<file path="src/rtl/as_gpio_bridge.sv">
// as_gpio_bridge: memory-mapped GPIO output bridge.
// Core stores that hit the GPIO window are queued in a small FIFO and replayed
// one at a time as single-cycle cs_o strobes, with at least CS_GAP idle cycles
// between strobes. Loads in the window return the last emitted value plus the
// queue occupancy.
// Optional build macro AS_GPIO_DROP_EN: stores arriving while the FIFO is full
// are acked and discarded instead of stalling, and a sticky overflow flag is kept.
module as_gpio_bridge #(
  parameter int unsigned NR_GPIOS    = 8,
  parameter int unsigned GPIO_ADDR_W = 8,
  parameter logic [31:0] GPIO_BASE   = 32'h0000_1000,
  parameter int unsigned FIFO_DEPTH  = 4,
  parameter int unsigned CS_GAP      = 1
) (
  input  logic                   clk_i,
  input  logic                   rst_i,
  input  logic                   stb_i,
  input  logic                   we_i,
  input  logic [31:0]            addr_i,
  input  logic [63:0]            wdata_i,
  output logic [63:0]            rdata_o,
  output logic                   ack_o,
  output logic [NR_GPIOS-1:0]    gpio_o,
  output logic [GPIO_ADDR_W-1:0] gpioAddr_o,
  output logic                   cs_o
);

  localparam int unsigned PtrW = $clog2(FIFO_DEPTH);
  localparam int unsigned CntW = PtrW + 1;
  // Gap counter only ever holds values up to CS_GAP-1.
  localparam int unsigned GapW = (CS_GAP > 1) ? $clog2(CS_GAP) : 1;

  localparam logic [1:0] StIdle   = 2'd0;
  localparam logic [1:0] StStrobe = 2'd1;
  localparam logic [1:0] StGap    = 2'd2;

  logic [1:0]             state_q, state_d;
  logic [GapW-1:0]        gap_q, gap_d;
  logic [PtrW-1:0]        wr_ptr_q, rd_ptr_q;
  logic [CntW-1:0]        count_q, count_d;
  logic [GPIO_ADDR_W-1:0] fifo_addr_q [FIFO_DEPTH];
  logic [NR_GPIOS-1:0]    fifo_data_q [FIFO_DEPTH];
  logic [NR_GPIOS-1:0]    gpio_q;
  logic [GPIO_ADDR_W-1:0] gpio_addr_q;
  logic                   cs_q;
  logic                   ack_q;
  logic [63:0]            rdata_q, rdata_d;

  logic                   hit, full, store_req, load_req, push, pop, accept;
  logic [63:0]            wdata_shift;
  logic [NR_GPIOS-1:0]    push_data;
  logic                   ovf_flag;
  logic                   unused_shift;

  // Address decode, store lane extraction and handshake qualification.
  always_comb begin
    hit         = (addr_i[31:GPIO_ADDR_W] == GPIO_BASE[31:GPIO_ADDR_W]);
    // Full is judged on the registered count, so a pop in this cycle never
    // makes room for a push in the same cycle.
    full        = (count_q == CntW'(FIFO_DEPTH));
    store_req   = stb_i & we_i & hit;
    load_req    = stb_i & ~we_i & hit;
    push        = store_req & ~full;
    pop         = (state_q == StIdle) && (count_q != '0);
    wdata_shift = wdata_i >> {addr_i[2:0], 3'b000};
    push_data   = wdata_shift[NR_GPIOS-1:0];
`ifdef AS_GPIO_DROP_EN
    accept      = load_req | store_req;
`else
    accept      = load_req | push;
`endif
  end

  assign unused_shift = ^wdata_shift[63:NR_GPIOS];

`ifdef AS_GPIO_DROP_EN
  logic ovf_q;

  // Sticky overflow: set by any store that finds the queue full.
  always_ff @(posedge clk_i) begin
    if (!rst_i) begin
      ovf_q <= 1'b0;
    end else if (store_req && full) begin
      ovf_q <= 1'b1;
    end
  end

  assign ovf_flag = ovf_q;
`else
  assign ovf_flag = 1'b0;
`endif

  // Occupancy next state; simultaneous push and pop leaves it unchanged.
  always_comb begin
    count_d = count_q;
    if (push && !pop) begin
      count_d = count_q + CntW'(1);
    end else if (!push && pop) begin
      count_d = count_q - CntW'(1);
    end
  end

  // Drain FSM next state: strobe, then CS_GAP forced-idle cycles before the next pop.
  always_comb begin
    state_d = state_q;
    gap_d   = gap_q;
    case (state_q)
      StIdle: begin
        if (count_q != '0) state_d = StStrobe;
      end
      StStrobe: begin
        if (CS_GAP > 1) begin
          state_d = StGap;
          gap_d   = GapW'(CS_GAP - 1);
        end else begin
          state_d = StIdle;
        end
      end
      StGap: begin
        // Leaving on the last decrement makes the strobe period CS_GAP+1.
        if (gap_q <= GapW'(1)) begin
          state_d = StIdle;
          gap_d   = '0;
        end else begin
          gap_d = gap_q - GapW'(1);
        end
      end
      default: state_d = StIdle;
    endcase
  end

  // Load response word: occupancy, overflow flag and last emitted data.
  always_comb begin
    rdata_d                 = '0;
    rdata_d[NR_GPIOS-1:0]   = gpio_q;
    rdata_d[55]             = ovf_flag;
    rdata_d[63:56]          = 8'(count_q);
  end

  // Queue storage; only the pointers need clearing on reset.
  always_ff @(posedge clk_i) begin
    if (push) begin
      fifo_addr_q[wr_ptr_q] <= addr_i[GPIO_ADDR_W-1:0];
      fifo_data_q[wr_ptr_q] <= push_data;
    end
  end

  // Control state, pointers and registered outputs.
  always_ff @(posedge clk_i) begin
    if (!rst_i) begin
      state_q     <= StIdle;
      gap_q       <= '0;
      wr_ptr_q    <= '0;
      rd_ptr_q    <= '0;
      count_q     <= '0;
      gpio_q      <= '0;
      gpio_addr_q <= '0;
      cs_q        <= 1'b0;
      ack_q       <= 1'b0;
      rdata_q     <= '0;
    end else begin
      state_q  <= state_d;
      gap_q    <= gap_d;
      count_q  <= count_d;
      cs_q     <= pop;
      ack_q    <= accept;
      if (push) wr_ptr_q <= wr_ptr_q + PtrW'(1);
      if (pop) begin
        rd_ptr_q    <= rd_ptr_q + PtrW'(1);
        gpio_q      <= fifo_data_q[rd_ptr_q];
        gpio_addr_q <= fifo_addr_q[rd_ptr_q];
      end
      if (load_req) rdata_q <= rdata_d;
    end
  end

  assign rdata_o    = rdata_q;
  assign ack_o      = ack_q;
  assign gpio_o     = gpio_q;
  assign gpioAddr_o = gpio_addr_q;
  assign cs_o       = cs_q;

endmodule

</file>
<file path="config.mk">
export PLATFORM = sky130hd
export DESIGN_NAME = as_gpio_bridge
export DESIGN_NICKNAME = d
export VERILOG_FILES = /design/src/rtl/as_gpio_bridge.sv
export SDC_FILE = /design/constraint.sdc
export NUM_CORES = 1
export LEC_CHECK = 0
export CORE_UTILIZATION = 45
export DETAILED_ROUTE_END_ITERATION = 7
export PLACE_DENSITY = 0.84
export SYNTH_ARGS = -nofsm -noshare
export SYNTH_HDL_FRONTEND = slang
export SYNTH_SLANG_ARGS = --single-unit
</file>
<file path="constraint.sdc">
create_clock -name clk_i -period 5.2 [get_ports clk_i]
set_input_delay 1.04 -clock clk_i [delete_from_list [all_inputs] [get_ports clk_i]]
set_output_delay 1.04 -clock clk_i [all_outputs]
set_load 0.01 [all_outputs]
</file>
==> results of run 1 <==
[registers in the layout, indices dropped and copies added (netlist names)]
| register | flops |
|---|---|
| rd_ptr_q | 2 |
| wr_ptr_q | 2 |
| count_q | 3 |
| state_q | 1 |
| rdata_o | 11 |
| fifo_data_q | 32 |
| gpioAddr_o | 8 |
| gpio_o | 8 |
| fifo_addr_q | 32 |
| ack_o | 1 |
| cs_o | 1 |
[power breakdown]
group | switching [mW] | leakage [nW] | internal (mW)
Sequential | 0.0706 | 0.877 | 0.930
Combinational | 0.293 | 1.14 | 0.336
Clock | 0.271 | 0.105 | 0.228
Total | 0.635 | 2.12 | 1.49
[final cells by class]
cell class,instances,area share [%]
timing repair buffer,130,21.00
inverter,5,0.3040
tap,136,2.756
clock buffer,9,2.006
sequential,101,43.13
multi-input combinational,229,29.53
clock inverter,7,1.277
[per-layer routing]
metal | wire length, um | GRT usage (%) | vias up | part of all wire [%]
li1 | - | - | 1469 | -
met1 | 3407 | 19.47 | 1490 | 38
met2 | 4828 | 32.24 | 171 | 54
met3 | 620 | 4.180 | 10 | 6.9
met4 | 90 | 5.030 | 0 | 1.0
met5 | 0 | 0 | - | 0
[placed cells by master, fill, tap and decap left out, types with 3 or more instances in the layout]
master             n
inv_6              3
ha_1               5
mux4_2            32
o21ai_1            9
edfxtp_1          64
dfxtp_1           37
o21ai_0            5
nor4_1             3
a21oi_1           30
inv_1              3
mux2_2             8
nand2_1           33
clkbuf_8           9
nand3_1            3
conb_1            53
nor2_1             9
nand4b_1          12
clkdlybuf4s50_1  128
and3_1             5
[worst max-delay path, delay by kind of cell]
kind,cells,cell delay [ps]
buffers and inverters,2,490
XOR/XNOR,1,170
adder cells (fa/ha/maj),2,560
AND/OR/NAND/NOR,4,1660
AO/OA/AOI/OAI,1,150
[logic make-up after synthesis]
family / count (synthesis) / synth area share [%]
flops: 101 / 55.56
simple gates: 80 / 9.556
buf+inv: 77 / 10.47
compound gates: 45 / 4.752
mux: 41 / 17.13
fa+ha+maj: 6 / 1.723
xor+xnor: 4 / 0.7312
other cells: 1 / 0.07825
[per-stage QoR]
stage | setup WS (ps) | util (%) | hold WS (ps)
floorplan | 1595 | - | 479.6
global placement | 1168 | 57.84 | 448.0
detailed placement | 1057 | 57.84 | 456.3
CTS | 1410 | 59.80 | 468.7
global route | 1320 | 59.80 | 491.5
finish | 1408 | 59.80 | 467.7
[final timing paths]
check                 from            end  slack, ps  depth (start not counted)
max             addr_i[15]     count_q[2]       1410                         10
max reg2reg     count_q[0]     count_q[2]       2720                          9
min          gpioAddr_o[3]  gpioAddr_o[3]        470                          2
min reg2reg  gpioAddr_o[3]  gpioAddr_o[3]        470                          2
==> flow_summary_export.csv, run 1 <==
group,metric,value,unit
drt,wl_per_cell,14.50,um
floorplan,num_rows,37,
logic_synthesis,yosys_warnings,0,
setup_path,critPathRequiredTime,5480,ps
logic_synthesis,avgSynthCellArea,13.50,um2
clock_network,clock_sinks,101,
floorplan,die_area,11070,um2
floorplan,fp.dieH,105.2,um
placement,place_area,5971,um2
sta,maxSlewViolCount,0,
clock_network,h-tree-depth,3,
logic_synthesis,synthCells,355,
clock_network,root_buffer,"clkbuf_8",
clock_network,cts_hold_buf,0,
floorplan,design.core.area,10320,um2
logic_synthesis,yosysMostFrequentCell,"edfxtp_1",
grt,grt_use_total,17.32,%
logic_synthesis,synth_top_area_share,40.10,%
job,cap_viol_max_count,0,
clock_network,tritoncts,"done",
floorplan,die_w,105.2,um
sta,tns,0,ps
setup_path,path_cells,"clkdlybuf4s50_1, or4_4, or4_4, nor2_1, ha_1, inv_1, fa_1, xor2_1, or3_1, a21oi_1",
sta,skew,10.61,ps
logic_synthesis,synthTopCellsByArea,"edfxtp_1 (40%), dfxtp_1 (15%), mux4_2 (15%), buf_4 (8.3%), a21oi_1 (3.1%)",
logic_synthesis,async_flop_share,0,%
drt,first_pass_iters,4,
drt,drt_wl_total,8.946,mm
grt,gr-total-overflow,0,
clock_network,cts_setup_buffers,0,
setup_path,cpPeakStageDelay,640,ps
floorplan,boundaryPins,182,
layout,drive_gt1_share,13.10,%
placement,dp_cells,601,
power,power.static_leakage,2.118,nW
grt,grt_pass1_wl,14.83,mm
grt,grt_max_degree,38,
layout,register_area,2663,um2
grt,grt_pass1_vias,3181,
logic_synthesis,netlist_area,4792,um2
worst_hold_path,hp-class,"reg -> reg",
setup_path,cp_max_fo,14,
clock_network,cts_buffers,9,
sta,worst_slew_pin_slew,1114,ps
logic_synthesis,netlist_top_cells_count,"edfxtp_1 (64), buf_4 (53), dfxtp_1 (37)",
logic_synthesis,yosys.area.top_type,"edfxtp_1",
clock_network,clockBufferDepth,2,
setup_path,critPathLaunchType,"input port",
power,p_per_area,345.0,nW/um2
layout,fillerInstances,800,
logic_synthesis,synth_edf_count,64,
clock_network,cts-resized-gates,0,
logic_synthesis,yosysSeqAreaShare,55.56,%
setup_path,cp.arrival,4080,ps
floorplan,initial_core_util,46.42,%
setup_path,worstSetupPathType,"in -> reg",
grt,antenna_found_initial,0,
sta,finalSetupViolations,0,
sta,rsz0062_at_grt,"no",
layout,final_cell_area,6173,um2
drt,drc_errors,0,
setup_path,crit_top_cell,"or4_4",
status,status,"complete, no violations",
setup_path,cp-end-kind,"flop",
sta,period_needed,3792,ps
placement,io_buffers,128,
sta,hold_viol_final,0,
clock_network,clkLatencyLatePin,360,ps
sta,fmax,0.2637,GHz
sta,period_share,72.92,%
sta,relSlewSlack,25.51,%
layout,syn_to_final_growth,28.83,%
placement,dp_hpwl,6.830,mm
drt,antenna_left,0,
power,peakVddDrop,183.5,uV
drt,drt_iter0_drc,120,
logic_synthesis,synth_cell_type_count,39,
layout,multiInputGateArea,1823,um2
clock_network,path_clk_slew,90,ps
power,finalPower,2.130,mW
layout,antennaDiodeCount,0,
logic_synthesis,ys.flop_type,"edfxtp_1",
placement,gp_congestion,0.7470,
logic_synthesis,ys_seq_elements,101,
setup_path,slowest_stage,"or4_4",
drt,viasPerCell,5.089,
layout,fin_nets,582,
drt,dr_total_vias,3140,
layout,instances_no_fill,617,
No activity file was read; power rests on OpenSTA's default activity.
==> run 2, diff against run 1 <==
--- a/config.mk
+++ b/config.mk
@@ -5,9 +5,9 @@
 export SDC_FILE = /design/constraint.sdc
 export NUM_CORES = 1
 export LEC_CHECK = 0
-export CORE_UTILIZATION = 45
+export CORE_UTILIZATION = 40
 export DETAILED_ROUTE_END_ITERATION = 7
-export PLACE_DENSITY = 0.84
+export PLACE_DENSITY = 0.79
 export SYNTH_ARGS = -nofsm -noshare
 export SYNTH_HDL_FRONTEND = slang
 export SYNTH_SLANG_ARGS = --single-unit
==> constraint.sdc (replaced) <==
create_clock -name clk_i -period 3.2 [get_ports clk_i]
set_input_delay 0.64 -clock clk_i [delete_from_list [all_inputs] [get_ports clk_i]]
set_output_delay 0.64 -clock clk_i [all_outputs]
set_load 0.01 [all_outputs]
==> run 2 against run 1 <==
Effect of this change:
- final cell count increased by 3.4%
- largest power group unchanged
- the flow now finishes with violations (design-rule violations)
- clock skew decreased by 4.1 ps
- clock power increased by 100%
- clock-buffer cell count unchanged
- highest routed layer unchanged
- global-route usage decreased by 0.58 points
- via count increased by 3.3%
- first-iteration DRC count increased by 33%
- final area increased by 5.0%
==> flow_summary_export.csv, run 2 (same netlist as run 1, synthesis figures left out) <==
group,metric,value,unit
floorplan,num_rows,39,
floorplan,die_area,12420,um2
layout,fin_nets,596,
power,internal_power,2.616,mW
floorplan,design.core.area,11560,um2
grt,grt_use_total,16.74,%
sta,holdWs,460.0,ps
power,p_switching,1.093,mW
placement,place_area,6138,um2
floorplan,initial_core_util,41.44,%
sta,fmax,0.3175,GHz
placement,gp_congestion,0.7561,
sta,hold_viol_final,0,
setup_path,worstSetupPathType,"in -> reg",
clock_network,tritoncts,"done",
power,p_clk_share,27.3,%
drt,drt_iter0_drc,160,
power,power_frac_seq,44.0,%
layout,antennaDiodeCount,0,
power,power.static_leakage,2.333,nW
setup_path,regToRegStartpoint,"count_q[0]",
layout,syn_to_final_growth,35.25,%
setup_path,path_cells,"clkdlybuf4s50_1, or4b_4, or4_4, nor2_4, ha_2, inv_2, fa_2, xor2_2, or3_4, a21oi_2",
power,finalPower,3.709,mW
clock_network,path_clk_slew,70,ps
job,cap_viol_max_count,0,
setup_path,cp-end-kind,"flop",
setup_path,cp.arrival,3410,ps
layout,drive_gt1_share,17.17,%
clock_network,root_buffer,"clkbuf_16",
worst_hold_path,hp-start,"gpioAddr_o[7]",
sta,finalSetupViolations,0,
drt,viasPerCell,5.086,
floorplan,boundaryPins,182,
sta,fin_ws,50.77,ps
drt,antenna_left,0,
clock_network,clockBufferDepth,2,
setup_path,cp_max_fo,3,
floorplan,fp.dieH,111.5,um
drt,drt_wl_total,10.04,mm
status,violations,"design-rule violations",
placement,place_ws,-351.2,ps
drt,dr_total_vias,3245,
drt,first_pass_iters,8,
clock_network,clock_sinks,101,
clock_network,h-tree-depth,3,
power,combPwrFrac,28.7,%
power,swShare,29.48,%
clock_network,cts_hold_buf,0,
clock_network,clkLatencyLatePin,340,ps
grt,grt_pass1_wl,16.13,mm
sta,worst_slew_pin_slew,894.9,ps
worst_hold_path,hp-class,"reg -> reg",
layout,final_common_cell,"clkdlybuf4s50_1",
grt,antenna_found_initial,0,
setup_path,critPathLaunch,"addr_i[9]",
setup_path,slowest_stage,"or4b_4",
sta,relSlewSlack,40.26,%
grt,grt_pass1_vias,3314,
sta,period_share,98.41,%
setup_path,critPathRequiredTime,3460,ps
setup_path,critPathLaunchType,"input port",
sta,period_needed,3149,ps
layout,final_cell_mix,"clkdlybuf4s50_1 (117), edfxtp_1 (64), conb_1 (53)",
grt,gr-total-overflow,0,
drt,drc_errors,19,
status,status,"finished with violations",
placement,io_buffers,128,
power,p_per_area,572.3,nW/um2
floorplan,die_w,111.5,um
grt,grt_max_degree,38,
drt,wl_per_cell,15.73,um
power,peakVddDrop,322.5,uV
sta,maxSlewViolCount,0,
placement,dp_hpwl,7.270,mm
layout,final_cell_area,6481,um2
clock_network,cts_buffers,9,
sta,skew,6.559,ps
setup_path,cpPeakStageDelay,490,ps
-- run 2: changes by cell type in the layout (fill, tap and decap cells not counted), moves of 4 or more --
cell             change
dlymetal6s2s_1      +11
clkdlybuf4s50_1     -11
buf_12               +4
clkbuf_16            +9
buf_4               +10
clkbuf_8             -9
-- run 2: area by class of cell --
cell class,instances,area (um2)
clock buffer,9,225.2
clock inverter,7,57.56
fill,931,5084
inverter,5,18.77
multi-input combinational,229,1859
sequential,101,2663
tap,143,178.9
timing repair buffer,144,1479
-- run 2: layer usage --
| layer | wire [um] | global-route usage [%] | part of all wire (%) |
|---|---|---|---|
| met2 | 5280 | 31.29 | 53 |
| met5 | 0 | 0 | 0 |
| met4 | 93 | 5.315 | 0.93 |
| met3 | 624 | 3.593 | 6.2 |
| met1 | 4037 | 18.96 | 40 |
-- run 2: worst max-delay path: cells and delay by family --
kind	cells	cell delay (ps)
AND/OR/NAND/NOR	4	1430
XOR/XNOR	1	190
adder cells (fa/ha/maj)	2	570
buffers and inverters	2	450
AO/OA/AOI/OAI	1	140
-- run 2: repair_timing --
item,4_1_cts,5_1_grt
setup buffers,0,1
gates cloned,0,0
pin swaps,1,8
gates resized for setup,0,17
hold endpoints to repair,0,0
endpoints found under the setup margin,1,1
-- run 2: path summary, 6_finish.rpt --
kind / end / slack, ps / cells past startpoint
setup / recovery: count_q[2] / 50 / 10
setup reg to reg: count_q[2] / 550 / 9
hold reg to reg: gpioAddr_o[7] / 460 / 2
hold / removal: gpioAddr_o[7] / 460 / 2
-- run 2: power by group through the flow --
stage | Sequential, mW | Clock [mW] | Combinational [mW]
5_1_grt | 1.65 | 1.09 | 1.16
6_report | 1.63 | 1.01 | 1.07
3_5_place_dp | 1.66 | 0 | 1.05
3_3_place_gp | 1.66 | 0 | 1.03
2_1_floorplan | 1.65 | 0 | 0.635
4_1_cts | 1.64 | 1.03 | 1.06
-- run 2: through the flow --
step	setup TNS, ps	cells	util, %
after CTS	0	637	55.52
after floorplan	0	407	-
after global placement	-263.9	621	53.08
after detailed placement	-401.0	621	53.08
after global routing	-5.482	638	56.04
final	0	638	56.04
